### src/rtl/i2s_dac_serializer.sv
// I2S DAC transmitter: buffers stereo sample pairs in a small FIFO and shifts them
// MSB-first onto AUD_DACDAT, timed by codec BCLK/LRCK sampled on CLOCK_50.
//
// state | meaning
// IDLE  | output 0, waiting for the first left-frame start
// DELAY | I2S one-bit delay slot after an LRCK edge, output 0
// SHIFT | driving word bits MSB-first, one per BCLK falling edge
// PAD   | word finished, output 0 until the next LRCK edge
module i2s_dac_serializer #(
  parameter int DATA_WIDTH = 24,
  parameter int FIFO_DEPTH = 4
) (
  input  logic                  CLOCK_50,
  input  logic                  reset,
  input  logic                  write,
  input  logic [DATA_WIDTH-1:0] writedata_left,
  input  logic [DATA_WIDTH-1:0] writedata_right,
  output logic                  write_ready,
  input  logic                  AUD_BCLK,
  input  logic                  AUD_DACLRCK,
  output logic                  AUD_DACDAT,
  output logic                  underflow
);

  localparam int PTR_W = (FIFO_DEPTH > 1) ? $clog2(FIFO_DEPTH) : 1;
  localparam int CNT_W = $clog2(FIFO_DEPTH + 1);
  localparam int IDX_W = (DATA_WIDTH > 1) ? $clog2(DATA_WIDTH) : 1;
  localparam logic [CNT_W-1:0] DEPTH_C = CNT_W'(FIFO_DEPTH);

  typedef enum logic [1:0] {IDLE, DELAY, SHIFT, PAD} state_t;

  logic bclk_s1, bclk_s2, bclk_prev;
  logic lrck_s1, lrck_s2, lrck_prev;
  logic bclk_fall, lr_edge, frame_start, left_start, right_start;

  logic [2*DATA_WIDTH-1:0] mem [FIFO_DEPTH];
  logic [2*DATA_WIDTH-1:0] head;
  logic [PTR_W-1:0]        wr_ptr, rd_ptr;
  logic [CNT_W-1:0]        count;
  logic                    fifo_empty, push, pop;

  state_t                  state;
  logic [DATA_WIDTH-1:0]   shifter, right_hold;
  logic [IDX_W-1:0]        bit_idx;

  // Identical synchroniser depth on both codec clocks keeps LRCK edges aligned with bclk_fall.
  always_ff @(posedge CLOCK_50) begin
    if (reset) begin
      bclk_s1   <= 1'b0;
      bclk_s2   <= 1'b0;
      bclk_prev <= 1'b0;
      lrck_s1   <= 1'b0;
      lrck_s2   <= 1'b0;
      lrck_prev <= 1'b0;
    end else begin
      bclk_s1   <= AUD_BCLK;
      bclk_s2   <= bclk_s1;
      bclk_prev <= bclk_s2;
      lrck_s1   <= AUD_DACLRCK;
      lrck_s2   <= lrck_s1;
      lrck_prev <= lrck_s2;
    end
  end

  assign bclk_fall   = bclk_prev & ~bclk_s2;
  assign lr_edge     = lrck_s2 ^ lrck_prev;
  assign frame_start = bclk_fall & lr_edge;
  assign left_start  = frame_start & ~lrck_s2;
  assign right_start = frame_start & lrck_s2;

  assign write_ready = (count < DEPTH_C);
  assign fifo_empty  = (count == '0);
  assign push        = write & write_ready;
  assign pop         = left_start & ~fifo_empty;
  assign head        = mem[rd_ptr];

  always_ff @(posedge CLOCK_50) begin
    if (push) mem[wr_ptr] <= {writedata_left, writedata_right};
  end

  always_ff @(posedge CLOCK_50) begin
    if (reset) begin
      wr_ptr <= '0;
      rd_ptr <= '0;
      count  <= '0;
    end else begin
      if (push) wr_ptr <= wr_ptr + PTR_W'(1);
      if (pop)  rd_ptr <= rd_ptr + PTR_W'(1);
      case ({push, pop})
        2'b10:   count <= count + CNT_W'(1);
        2'b01:   count <= count - CNT_W'(1);
        default: count <= count;
      endcase
    end
  end

  always_ff @(posedge CLOCK_50) begin
    if (reset) begin
      state      <= IDLE;
      AUD_DACDAT <= 1'b0;
      underflow  <= 1'b0;
      shifter    <= '0;
      right_hold <= '0;
      bit_idx    <= '0;
    end else begin
      underflow <= 1'b0;
      if (left_start) begin
        if (!fifo_empty) begin
          shifter    <= head[2*DATA_WIDTH-1:DATA_WIDTH];
          right_hold <= head[DATA_WIDTH-1:0];
        end else begin
          shifter    <= '0;
          right_hold <= '0;
          underflow  <= 1'b1;
        end
        AUD_DACDAT <= 1'b0;
        state      <= DELAY;
      end else if (right_start && state != IDLE) begin
        shifter    <= right_hold;
        AUD_DACDAT <= 1'b0;
        state      <= DELAY;
      end else if (bclk_fall) begin
        case (state)
          IDLE: AUD_DACDAT <= 1'b0;
          // The fall that ends the delay slot already carries the MSB.
          DELAY: begin
            AUD_DACDAT <= shifter[DATA_WIDTH-1];
            bit_idx    <= IDX_W'(DATA_WIDTH - 2);
            state      <= SHIFT;
          end
          SHIFT: begin
            AUD_DACDAT <= shifter[bit_idx];
            if (bit_idx == '0) state <= PAD;
            else               bit_idx <= bit_idx - IDX_W'(1);
          end
          PAD:     AUD_DACDAT <= 1'b0;
          default: state <= IDLE;
        endcase
      end
    end
  end

endmodule

### config.mk
export PLATFORM = sky130hd
export DESIGN_NAME = i2s_dac_serializer
export DESIGN_NICKNAME = d
export VERILOG_FILES = /design/src/rtl/i2s_dac_serializer.sv
export SDC_FILE = /design/constraint.sdc
export NUM_CORES = 1
export LEC_CHECK = 0
export CORE_MARGIN = 2
export CORE_UTILIZATION = 35
export DETAILED_ROUTE_END_ITERATION = 7
export SKIP_LAST_GASP = 1
export SLEW_MARGIN = 40
export SYNTH_ARGS = -nofsm -noshare
export SYNTH_HDL_FRONTEND = slang
export SYNTH_SLANG_ARGS = --single-unit
export TNS_END_PERCENT = 1
### constraint.sdc
create_clock -name CLOCK_50 -period 2.69 [get_ports CLOCK_50]
set_input_delay 0.538 -clock CLOCK_50 [delete_from_list [all_inputs] [get_ports CLOCK_50]]
set_output_delay 0.538 -clock CLOCK_50 [all_outputs]
set_load 0.01 [all_outputs]
======== Word-level counts from Yosys, hierarchy flattened ========
Memory sizes are Yosys's and may differ from the RTL's. A register that Yosys moved wholly into a read port is not among the register bits.
Cells that the tools add are included.
word-level totals
  register bits after elaboration ......... 70
  bits in latches ......................... 0
  memory bits (writable) .................. 192
  memory bits (read-only) ................. 0
  bits of input ports ..................... 53
  output and inout port bits .............. 3
  word-level logic and storage cells ...... 80
  memories ................................ 1
memories
  name  depth  bits a word  read ports  clocked after memory_dff  write ports  line  RTL
  mem   4      48           1           1                         1            36    logic [2*DATA_WIDTH-1:0] mem [FIFO_DEPTH];
cells by class
  add/subtract/negate cells ............... 5
  multipliers ............................. 0
  div/mod/pow operators ................... 0
  $lt $le $gt $ge ......................... 2
  eq/ne operators ......................... 8
  shift-type cells ........................ 0
  mux-type cells .......................... 20
  bitwise operators ....................... 12
  reductions and logical operators ........ 16
operators with widths
  cell                   count
  $mux W24               4
  $pmux W5 S2            1
  $reduce_bool A2 Y1     4
  $mux W1                7
  $and A1 B1 Y1          6
  $eq A2 B2 Y1 const B   3
  $lt A5 B6 Y1 const B   1
  $mux W2                3
  $pmux W3 S2            1
  $reduce_and A3 Y1      2
  $bmux W1 S5            1
  $logic_not A5 Y1       1
  $mux W5                1
  $not A1 Y1             5
  $reduce_and A5 Y1      1
  $sub A5 B1 Y5 const B  1
  $add A2 B1 Y2 const B  2
  $eq A2 B1 Y1 const B   2
  $ne A2 B2 Y1 const B   2
  $ne A4 B4 Y1 const B   1
  $pmux W2 S2            1
  $reduce_bool A4 Y1     1
  $reduce_or A2 Y1       2
  $add A3 B1 Y3 const B  1
  other kinds (9)        9

======== Depth between registers and ports, before layout ========
Gate-level depths: netlist of the first run.
  depth after elaboration ................. 7
  gate-level depth with buffers ........... 11
  mapped depth without buffers ............ 8

======== Least setup slack after synthesis of the first run ========
No wires, ideal clock.
  path kind ............................... input to register
  start ................................... input write
  end ..................................... memory mem[1][0] (netlist bit), enable pin
  library setup time ...................... 410 ps
  arrival time ............................ 2062 ps
  required time ........................... 2280 ps
  path slack .............................. 218 ps
  stages .................................. 3
  path buffers ............................ 1
  cell sequence ........................... nor2b_1 > clkbuf_1 > and2_1
between the ends
  cells in the longest elaborated chain, start to end .. 3
ends and longest elaborated chain
  what                           line  RTL
  from (decl)                    15    input logic write,
  $and A1 B1 Y1                  73    assign push = write & write_ready;
  $mux W1                        78    if (push) mem[wr_ptr] <= {writedata_left, writedata_right};
  $mux W1 (not written as such)  78
  to (decl)                      36
No other way between the ends.

======== Final worst setup path of the first run ========
  start ................................... register lrck_s2
  end ..................................... register count[2]
between the ends
  cells in the longest elaborated chain, start to end .. 6
  elaborated cells on any way between the ends .. 9
  those cells by class .................... eq/ne (2); mux (1); bitwise (5); reduce/logical (1)
ends and longest elaborated chain
  what                                                      line  RTL
  from (decl)                                               33    logic lrck_s1, lrck_s2, lrck_prev;
  from (signal assigned)                                    60    lrck_s2 <= lrck_s1;
  $xor A1 B1 Y1                                             66    assign lr_edge = lrck_s2 ^ lrck_prev;
  $and A1 B1 Y1                                             67    assign frame_start = bclk_fall & lr_edge;
  $and A1 B1 Y1 (*)                                         68    assign left_start = frame_start & ~lrck_s2;
  $and A1 B1 Y1 (*)                                         74    assign pop = left_start & ~fifo_empty;
  $eq A2 B1 Y1 / $eq A2 B2 Y1 (equally long branches)       89    case ({push, pop})
  $pmux W3 S2 / $reduce_bool A2 Y1 (equally long branches)  --
  to (signal assigned)                                      90    2'b10: count <= count + CNT_W'(1);
  to (signal assigned)                                      91    2'b01: count <= count - CNT_W'(1);
  to (signal assigned)                                      92    default: count <= count;
  to (decl)                                                 39    logic [CNT_W-1:0] count;
Mark *: on every way between the ends. The rest lies on a longest branch, timed or not.
A chain may end at the register's enable or synchronous reset.

==> out/qor.yml, run 1 <==
viasPerCell: 5.10
first_pass_iters: 5
wl_per_cell_um: 19.6
max-cap-violations: 0
drt_wl_total_um: 20600
clock_path_buffers: 3
met3_usage: 0.0205
synth.ff_latch_count: 264
hp-class: "flop to flop"
met1_usage: 0.180
crit_type: "flop to flop"
post_cts_buffers: 0
async_flop_share: 0
leakage_nw: 4.00
yosys.cell_types.count: 49
grt_overflow: 0
r2r_cells: 8
critPathLaunchType: "flop"
grt_use_met2: 0.235
slew_viol_final: 0
clk_latency_ns: 0.53
seq_area_frac_synth: 0.703
syn_inst: 581
rsz0062_at_grt: "false"
die_w_um: 175
fp.dieH_um: 175
num_rows: 62
synthesis.nets: 644
fin_crit_sh: 0.780
drive_gt1_frac: 0.222
hold_viol: 0
cts-hold-fix-buffers: 0
io_buffers: 55
cts_root_buf: "clkbuf_16"
antenna_cells: 0
relSlewSlack: 0.494
cts_resized: 0
period_minus_slack_ns: 2.10
vias: 5351
critPathArrivalTime_ns: 2.54
gp_congestion: 0.702
grt_pass1_wl_um: 32600
drt-initial-drc-count: 364
rr_startpoint: "lrck_s2$_SDFF_PP0_"
reg2reg_slack_ns: 0.59
powerDensity_nw_per_um2: 727
tightest_slew_ns: 0.759
area_growth_pct: 19.7
layout.nets: 707
hold_start: "bclk_s1$_SDFF_PP0_"
antenna_found_initial: 0
numCtsBuffers: 29
core_um2: 28800
first_global_vias: 5774
clk_pin_slew_ns: 0.06
setup_ws_ns: 0.593
crit_required_ns: 3.13
drc_errors: 0
final_core_util: 0.426
avgSynthCellArea_um2: 17.6
grt_use_total: 0.137
ys_warn_count: 0
ir_worst_vdd_mv: 0.375
clock_skew_ns: 0.0110
whs_ns: 0.442
die_area_um2: 30700
fmax_mhz: 477
r2r_end: "count[2]$_SDFFE_PP0P_"
fin_setup_tns_ns: 0
numClockSinks: 264
worstPathMaxFanout: 4
status: "complete, no violations"
setup_viol_count_final: 0
antenna_left: 0
endpoint_kind: "flop"
grt_max_degree: 50
hold_path_end: "bclk_s2$_SDFF_PP0_"
htree_levels: 1
dp_hpwl_um: 12300
cts_tree: "built"
syn-cell-area_um2: 10200
top_usage_layer: "met2"
synth-edff-count: 192
dominantRegCellSynth: "edfxtp_1"
ioPinCount: 56
dp_slack_ns: 0.180
start_util: 0.356
hold_path_depth: 1
==> cell families (layout without fill, tap and decap cells) <==
group	count (synthesis)	after routing	synth area share
mux	56	56	0.123
flops	264	264	0.703
xor+xnor	5	5	0.00427
simple gates	123	123	0.0617
buf+inv	51	136	0.0262
fa+ha+maj	10	10	0.0129
compound gates	72	72	0.0689
==> worst max path at each step <==
stage,start,end,slack (ns),cells after the start
6_report,lrck_s2$_SDFF_PP0_,count[2]$_SDFFE_PP0P_,0.59,8
5_1_grt,lrck_s2$_SDFF_PP0_,count[2]$_SDFFE_PP0P_,0.47,8
4_1_cts,lrck_s2$_SDFF_PP0_,count[2]$_SDFFE_PP0P_,0.57,8
3_5_place_dp,write,count[2]$_SDFFE_PP0P_,0.18,9
3_3_place_gp,write,count[2]$_SDFFE_PP0P_,0.30,9
2_1_floorplan,write,mem[1][0]$_DFFE_PP_,0.22,3
==> flip-flops by register name, summed over array words and instances, names as in the netlist, named ones only <==
register    count
bclk_prev       1
count           3
AUD_DACDAT      1
bit_idx         5
bclk_s2         1
wr_ptr          2
lrck_s2         1
state           2
lrck_s1         1
lrck_prev       1
right_hold     24
rd_ptr          2
shifter        24
mem           192
bclk_s1         1
underflow       1
==> per-layer routing <==
metal  vias to the layer above  wire length (um)
met2                       122             10500
met5                         -                 0
met3                        22               850
met4                         0               309
met1                      2767              8990
li1                       2440                 -
==> synthesized netlist by cell type (all sizes together) (2+ instances only) <==
cell     count  area share
ha           9       0.011
mux2i        2      0.0020
dfxtp       72        0.14
nand2b       4      0.0024
nor2b       10      0.0068
a221oi      24       0.035
xnor2        3      0.0026
nand4bb      3      0.0033
nand2        4      0.0015
or3          3      0.0023
a22oi       24       0.018
xor2         2      0.0017
and4         2      0.0017
nor2        60       0.022
edfxtp     192        0.56
and2         4      0.0024
o21ai        5      0.0035
nor3        26       0.013
a21oi        8      0.0039
buf         26       0.017
mux4        54        0.12
inv         12      0.0044
clkbuf      13      0.0048
==> worst max-delay path, cell delays in order, from the launching register on <==
cell and delay [ns]:
dfxtp_1 0.34, nand4bb_4 0.25, nor2b_4 0.13, ha_1 0.18, inv_1 0.06, fa_1 0.37, xor2_1 0.16, or3_1 0.32
a21oi_1 0.18
==> placed cells by master, fill, tap and decap left out, drive strengths merged, types with 3 or more instances in the layout <==
master	instances
inv	13
clkdlybuf4s50	54
a22oi	24
o21ai	5
nand2b	4
and2	4
nor2b	10
clkbuf	34
a221oi	24
nand4bb	3
nor3	26
buf	17
ha	9
xnor2	3
edfxtp	192
a21oi	8
mux4	54
bufinv	4
nand2	4
nor2	60
clkinv	13
or3	3
dfxtp	72
==> power breakdown <==
group | internal [mW] | total (mW) | switching, mW | leakage (nW)
Clock | 2.46 | 3.98 | 1.52 | 0.488
Sequential | 4.52 | 4.56 | 0.0362 | 2.35
Combinational | 0.172 | 0.381 | 0.209 | 1.17
Total | 7.15 | 8.92 | 1.77 | 4.00
==> metrics by stage <==
step                      total power [mW]  area [um^2]  cells
after floorplan                       4.82        10200    581
after global placement                5.01        11300    997
after detailed placement              5.04        11300    997
after CTS                             9.02        12300   1050
after global routing                  9.24        12300   1050
final                                 8.92        12300   1050
==> area by class of cell <==
cell class | instances | area (um^2)
sequential | 264 | 7210
timing repair buffer | 71 | 753
tap | 384 | 480
clock buffer | 34 | 785
inverter | 12 | 45.0
multi-input combinational | 266 | 2790
clock inverter | 19 | 199
fill | 2487 | 16500
Note: power is estimated with default switching activity, not from simulation.
==> inputs of run 2 (changes only) <==
clock period = 2.05 ns   (was 2.69 ns; I/O delays follow)
==> run 2 against run 1 <==
  * Maximum frequency is 6.9% higher
  * Non-clock buffer count is 14 higher
  * Clock-buffer cell count fell by 1
  * Highest routed layer unchanged
  * Utilization up 0.41 points
==> out/qor.yml, run 2 (synthesis results as in run 1) <==
status: "complete, no violations"
antenna_cells: 0  # unchanged
clk_latency_ns: 0.55  # +0.02 ns
drc_errors: 0  # unchanged
reg_top3: "mem: 192 flops, right_hold: 24 flops, shifter: 24 flops"
wl_per_cell_um: 19.1  # -2.8%
viasPerCell: 5.02  # -1.4%
numCtsBuffers: 27  # -6.9%
final_cell_mix: "edfxtp_1 (192), dfxtp_1 (67), nor2_1 (60)"
grt_use_total: 0.135  # -0.00141
fp.dieH_um: 175  # unchanged
power_mw: 11.7  # +31%
die_w_um: 175  # unchanged
setup_viol_count_final: 0  # unchanged
hp-class: "primary input to flop"
drive_gt1_frac: 0.238  # +0.0156
clk_pin_slew_ns: 0.06  # about the same
r2r_cells: 8  # unchanged
cts_root_buf: "clkbuf_16"
ioPinCount: 56  # unchanged
regArea_um2: 7220  # about the same
hold_viol: 0  # unchanged
powerDensity_nw_per_um2: 943  # +30%
numClockSinks: 264  # unchanged
fin_crit_sh: 0.957  # +0.177
dp.cells: 1009  # +1.2%
first_global_vias: 5571  # -3.5%
largest_reg_flops: 192  # unchanged
clock_skew_ns: 0.0205  # +0.00949 ns
drt_wl_total_um: 20300  # -1.8%
startpoint: "bclk_s2$_SDFF_PP0_"
setup_ws_ns: 0.0881  # -0.505 ns
rsz0062_at_grt: "true"
crit_path_end: "count[2]$_SDFFE_PP0P_"
area_growth_pct: 20.9
leakage_nw: 4.05  # +1.1%
worstPathMaxFanout: 3  # -1
start_util: 0.356  # unchanged
whs_ns: 0.217  # -0.226 ns
rr_startpoint: "bclk_s2$_SDFF_PP0_"
crit_path_cell_trace: "nand4bb_4 > nor2b_4 > ha_4 > inv_1 > fa_2 > xor2_1 > or3_1 > a21oi_2"
slew_viol_final: 0  # unchanged
layout.cells.non_filler: 1061  # +1.0%
fillCellCount: 2487  # unchanged
max-cap-violations: 0  # unchanged
endpoint_kind: "flop"
critPathArrivalTime_ns: 2.43  # -0.11 ns
period_minus_slack_ns: 1.96  # -0.135 ns
antenna_left: 0  # unchanged
fmax_mhz: 510  # +6.9%
first_pass_iters: 6  # +1
grt_max_degree: 50  # unchanged
layout_commonest_cell: "edfxtp_1"
critPathSlowestCell: "or3_1"
htree_levels: 1  # unchanged
critPathLaunchType: "flop"
cts_tree: "built"
ir_worst_vdd_mv: 1.20  # +220%
crit_required_ns: 2.52  # -0.61 ns
layout.nets: 719  # +1.7%
r2r_end: "count[2]$_SDFFE_PP0P_"
antenna_found_initial: 0  # unchanged
io_buffers: 55  # unchanged
drt-initial-drc-count: 450  # +24%
multi_input_area_um2: 2810  # +0.67%
vias: 5330  # -0.39%
die_area_um2: 30700  # unchanged
num_rows: 62  # unchanged
top_register: "mem"
tightest_slew_ns: 0.707  # -0.0517 ns
crit_type: "flop to flop"
clock_path_buffers: 3  # unchanged
relSlewSlack: 0.529  # +0.0345
dp_slack_ns: -0.245  # -0.425 ns
grt_overflow: 0  # unchanged
worst_path_largest_cell_delay_ns: 0.39  # +0.02 ns
reg2reg_slack_ns: 0.09  # -0.50 ns
core_um2: 28800  # unchanged
grt_pass1_wl_um: 32200  # -1.3%
final_core_util: 0.430  # +0.00413
gp_congestion: 0.758  # +8.0%
dp_hpwl_um: 12800  # +4.0%
run 2: changes by cell type in the layout (fill, tap and decap cells not counted), sizes merged:
cell      delta
clkinvlp     +2
buf         +14
clkinv       -7
clkbuf       -1
bufinv       +2
inv          +1
run 2: where the power goes:
group          switching [mW]  internal, mW
sequential             0.0474          5.93
combinational           0.278         0.234
clock                    1.99          3.20
run 2: worst min-delay path by stage:
stage / start / slack [ns] / cells after the start / end
2_1_floorplan: bclk_s1$_SDFF_PP0_ / 0.41 / 1 / bclk_s2$_SDFF_PP0_
4_1_cts: reset / 0.20 / 2 / bclk_prev$_SDFF_PP0_
3_5_place_dp: bclk_s1$_SDFF_PP0_ / 0.43 / 1 / bclk_s2$_SDFF_PP0_
5_1_grt: reset / 0.22 / 2 / bclk_prev$_SDFF_PP0_
3_3_place_gp: lrck_s1$_SDFF_PP0_ / 0.45 / 1 / lrck_s2$_SDFF_PP0_
6_report: reset / 0.22 / 2 / count[2]$_SDFFE_PP0P_
run 2: layer usage:
metal	routed length, um	global-route usage	vias up
met5	0	0	-
met4	552	0.0441	0
met3	809	0.0218	36
met2	10000	0.221	111
met1	8890	0.185	2714
li1	-	-	2469
run 2: cell type report:
| type | instances | share of cell area |
|---|---|---|
| Clock inverter | 17 | 0.0207 |
| Clock buffer | 33 | 0.0564 |
| Inverter | 12 | 0.00364 |
| Sequential cell | 264 | 0.583 |
| Multi-Input combinational cell | 266 | 0.227 |
| Tap cell | 384 | 0.0388 |
| Timing Repair Buffer | 85 | 0.0709 |
run 2: worst max-delay path: cells and delay by family, from the launching register on:
family,cells,cell delay [ns]
compound gates,1,0.12
xor+xnor,1,0.15
fa+ha+maj,2,0.47
buf+inv,1,0.04
flops,1,0.33
simple gates,3,0.79
run 2: repair_timing:
| action | 4_1_cts | 5_1_grt |
|---|---|---|
| resized for setup | 0 | 7 |
| pin swaps | 0 | 3 |
| endpoints found under the setup margin | 1 | 1 |
| cloned | 0 | 0 |
| hold buffers | 0 | 0 |
| endpoints found under the hold margin | 0 | 0 |
| setup buffers | 1 | 1 |
run 2: per-stage QoR:
stage	cell area (um^2)	setup TNS, ns
3_5_place_dp	11400	-0.430
4_1_cts	12400	0
3_3_place_gp	11400	-0.178
5_1_grt	12400	-0.0118
2_1_floorplan	10200	-42.51
6_report	12400	0
==> inputs of run 3 (changes only) <==
CORE_MARGIN = 1   (was 2)
==> run 3 against run 2 <==
  * Maximum frequency is 2.5% lower
  * Combinational power is 1% lower
  * Via count is 1.4% lower
  * Total power is 4.3% lower
  * Flip-flop and latch count stayed put
  * Critical endpoint unchanged
  * Routed wire length is 0.17% higher
  * Clock-buffer cell count is 12 higher
  * Largest cell class unchanged
  * Sequential power hardly changed
  * Non-clock buffer count is 4 lower
  * Die area is 2.3% lower
  * Clock power is 9.6% lower
  * First-iteration DRC count is 23% lower
==> out/qor.yml, run 3 (synthesis results as in run 1) <==
grt_pass1_wl_um: 32500  # +0.98%
clock_skew_ns: 0.0187  # -0.00175 ns
cts-hold-fix-buffers: 0  # unchanged
first_pass_iters: 4  # -2
hold_start: "reset"
top_register: "mem"
die_area_um2: 30000  # -2.3%
hold_path_depth: 2  # unchanged
drt_wl_total_um: 20300  # +0.17%
layout_commonest_cell: "edfxtp_1"
start_util: 0.356  # unchanged
endpoint_kind: "flop"
regArea_um2: 7210  # about the same
critPathLaunchType: "flop"
max-cap-violations: 0  # unchanged
final_core_util: 0.426  # -0.00482
numCtsBuffers: 29  # +7.4%
relSlewSlack: 0.529  # +0.000550
antenna_found_initial: 0  # unchanged
crit_type: "flop to flop"
htree_levels: 1  # unchanged
hold_path_end: "count[0]$_SDFFE_PP0P_"
tightest_slew_ns: 0.706  # -0.000826 ns
cts_root_buf: "clkbuf_16"
powerDensity_nw_per_um2: 913  # -3.2%
area_growth_pct: 19.5
gp_congestion: 0.729  # -3.8%
dp_hpwl_um: 12700  # -0.91%
largest_reg_flops: 192  # unchanged
antenna_cells: 0  # unchanged
layout.nets: 717  # -0.28%
crit_required_ns: 2.51  # about the same
leakage_nw: 3.99  # -1.4%
fin_setup_tns_ns: 0  # unchanged
grt_use_total: 0.139  # +0.00415
core_um2: 28800  # unchanged
drt-initial-drc-count: 348  # -23%
antenna_left: 0  # unchanged
r2r_end: "count[2]$_SDFFE_PP0P_"
r2r_cells: 8  # unchanged
reg2reg_slack_ns: 0.04  # -0.05 ns
drive_gt1_frac: 0.223  # -0.0144
cts_tree: "built"
fmax_mhz: 497  # -2.5%
num_rows: 62  # unchanged
ir_worst_vdd_mv: 0.667  # -45%
multi_input_area_um2: 2790  # -0.67%
rr_startpoint: "lrck_s2$_SDFF_PP0_"
ioPinCount: 56  # unchanged
critPathArrivalTime_ns: 2.47  # +0.04 ns
wl_per_cell_um: 19.1  # +0.26%
fin_crit_sh: 0.982  # +0.0248
setup_viol_count_final: 0  # unchanged
viasPerCell: 4.96  # -1.3%
grt_max_degree: 50  # unchanged
drc_errors: 0  # unchanged
status: "complete, no violations"
hold_viol: 0  # unchanged
vias: 5257  # -1.4%
fp.dieH_um: 173  # -1.1%
period_minus_slack_ns: 2.01  # +0.0509 ns
numClockSinks: 264  # unchanged
power_mw: 11.2  # -4.3%
fillCellCount: 2497  # +0.40%
hp-class: "primary input to flop"
clk_pin_slew_ns: 0.06  # about the same
first_global_vias: 5744  # +3.1%
die_w_um: 173  # -1.1%
final_cell_mix: "edfxtp_1 (192), dfxtp_1 (69), nor2_1 (60)"
reg_top3: "mem: 192 flops, right_hold: 24 flops, shifter: 24 flops"
rsz0062_at_grt: "true"
clk_latency_ns: 0.54  # about the same
slew_viol_final: 0  # unchanged
io_buffers: 55  # unchanged
clock_path_buffers: 3  # unchanged
worstPathMaxFanout: 4  # +1
grt_overflow: 0  # unchanged
==> run 3: worst max-delay path, cell delays in order (launching register included) <==
cell	delay (ns)
dfxtp_1	0.33
nand4bb_4	0.25
nor2b_4	0.14
ha_1	0.18
inv_1	0.06
fa_1	0.38
xor2_1	0.16
or3_1	0.31
a21oi_1	0.14
==> run 3: per-layer routing <==
metal	vias to the layer above	track usage	share of wire
met4	0	0.0402	0.014
met2	112	0.236	0.50
met3	27	0.0222	0.048
met5	-	0	0
met1	2674	0.185	0.44
li1	2444	-	-
==> run 3: report_power, final <==
group | switching [mW] | internal [mW] | leakage (nW)
Sequential | 0.0484 | 5.93 | 2.35
Combinational | 0.275 | 0.232 | 1.23
Clock | 1.96 | 2.73 | 0.417
==> run 3: how the worst max path moves through the flow <==
| stage | endpoint | depth (start not counted) | from | slack [ns] |
|---|---|---|---|---|
| after floorplan | mem[3][0]$_DFFE_PP_ | 3 | write | -0.29 |
| after global placement | count[2]$_SDFFE_PP0P_ | 9 | write | -0.19 |
| after detailed placement | count[2]$_SDFFE_PP0P_ | 9 | write | -0.27 |
| after CTS | bit_idx[3]$_SDFFE_PP0P_ | 6 | bit_idx[0]$_SDFFE_PP0P_ | 0.03 |
| after global routing | count[2]$_SDFFE_PP0P_ | 8 | lrck_s2$_SDFF_PP0_ | -0.10 |
| final | count[2]$_SDFFE_PP0P_ | 8 | lrck_s2$_SDFF_PP0_ | 0.04 |
==> run 3: timing repair <==
item | 4_1_cts | 5_1_grt
buffers inserted | 1 | 0
gates cloned | 0 | 0
endpoints found under the setup margin | 1 | 4
resized for setup | 0 | 1
==> run 3: final cells by class <==
| type | instances | share of cell area |
|---|---|---|
| multi-input combinational | 266 | 0.228 |
| clock buffer | 45 | 0.0666 |
| clock inverter | 8 | 0.00419 |
| timing repair buffer | 81 | 0.0693 |
| inverter | 12 | 0.00368 |
| tap | 384 | 0.0392 |
| sequential | 264 | 0.589 |
==> run 3: stage by stage <==
| step | hold slack [ns] | setup slack, ns | cells | area [um^2] |
|---|---|---|---|---|
| floorplan | 0.414 | -0.294 | 581 | 10200 |
| global placement | 0.443 | -0.186 | 1005 | 11400 |
| detailed placement | 0.439 | -0.268 | 1006 | 11400 |
| CTS | 0.187 | 0.0283 | 1060 | 12200 |
| global route | 0.216 | -0.102 | 1060 | 12200 |
| finish | 0.198 | 0.0372 | 1060 | 12200 |
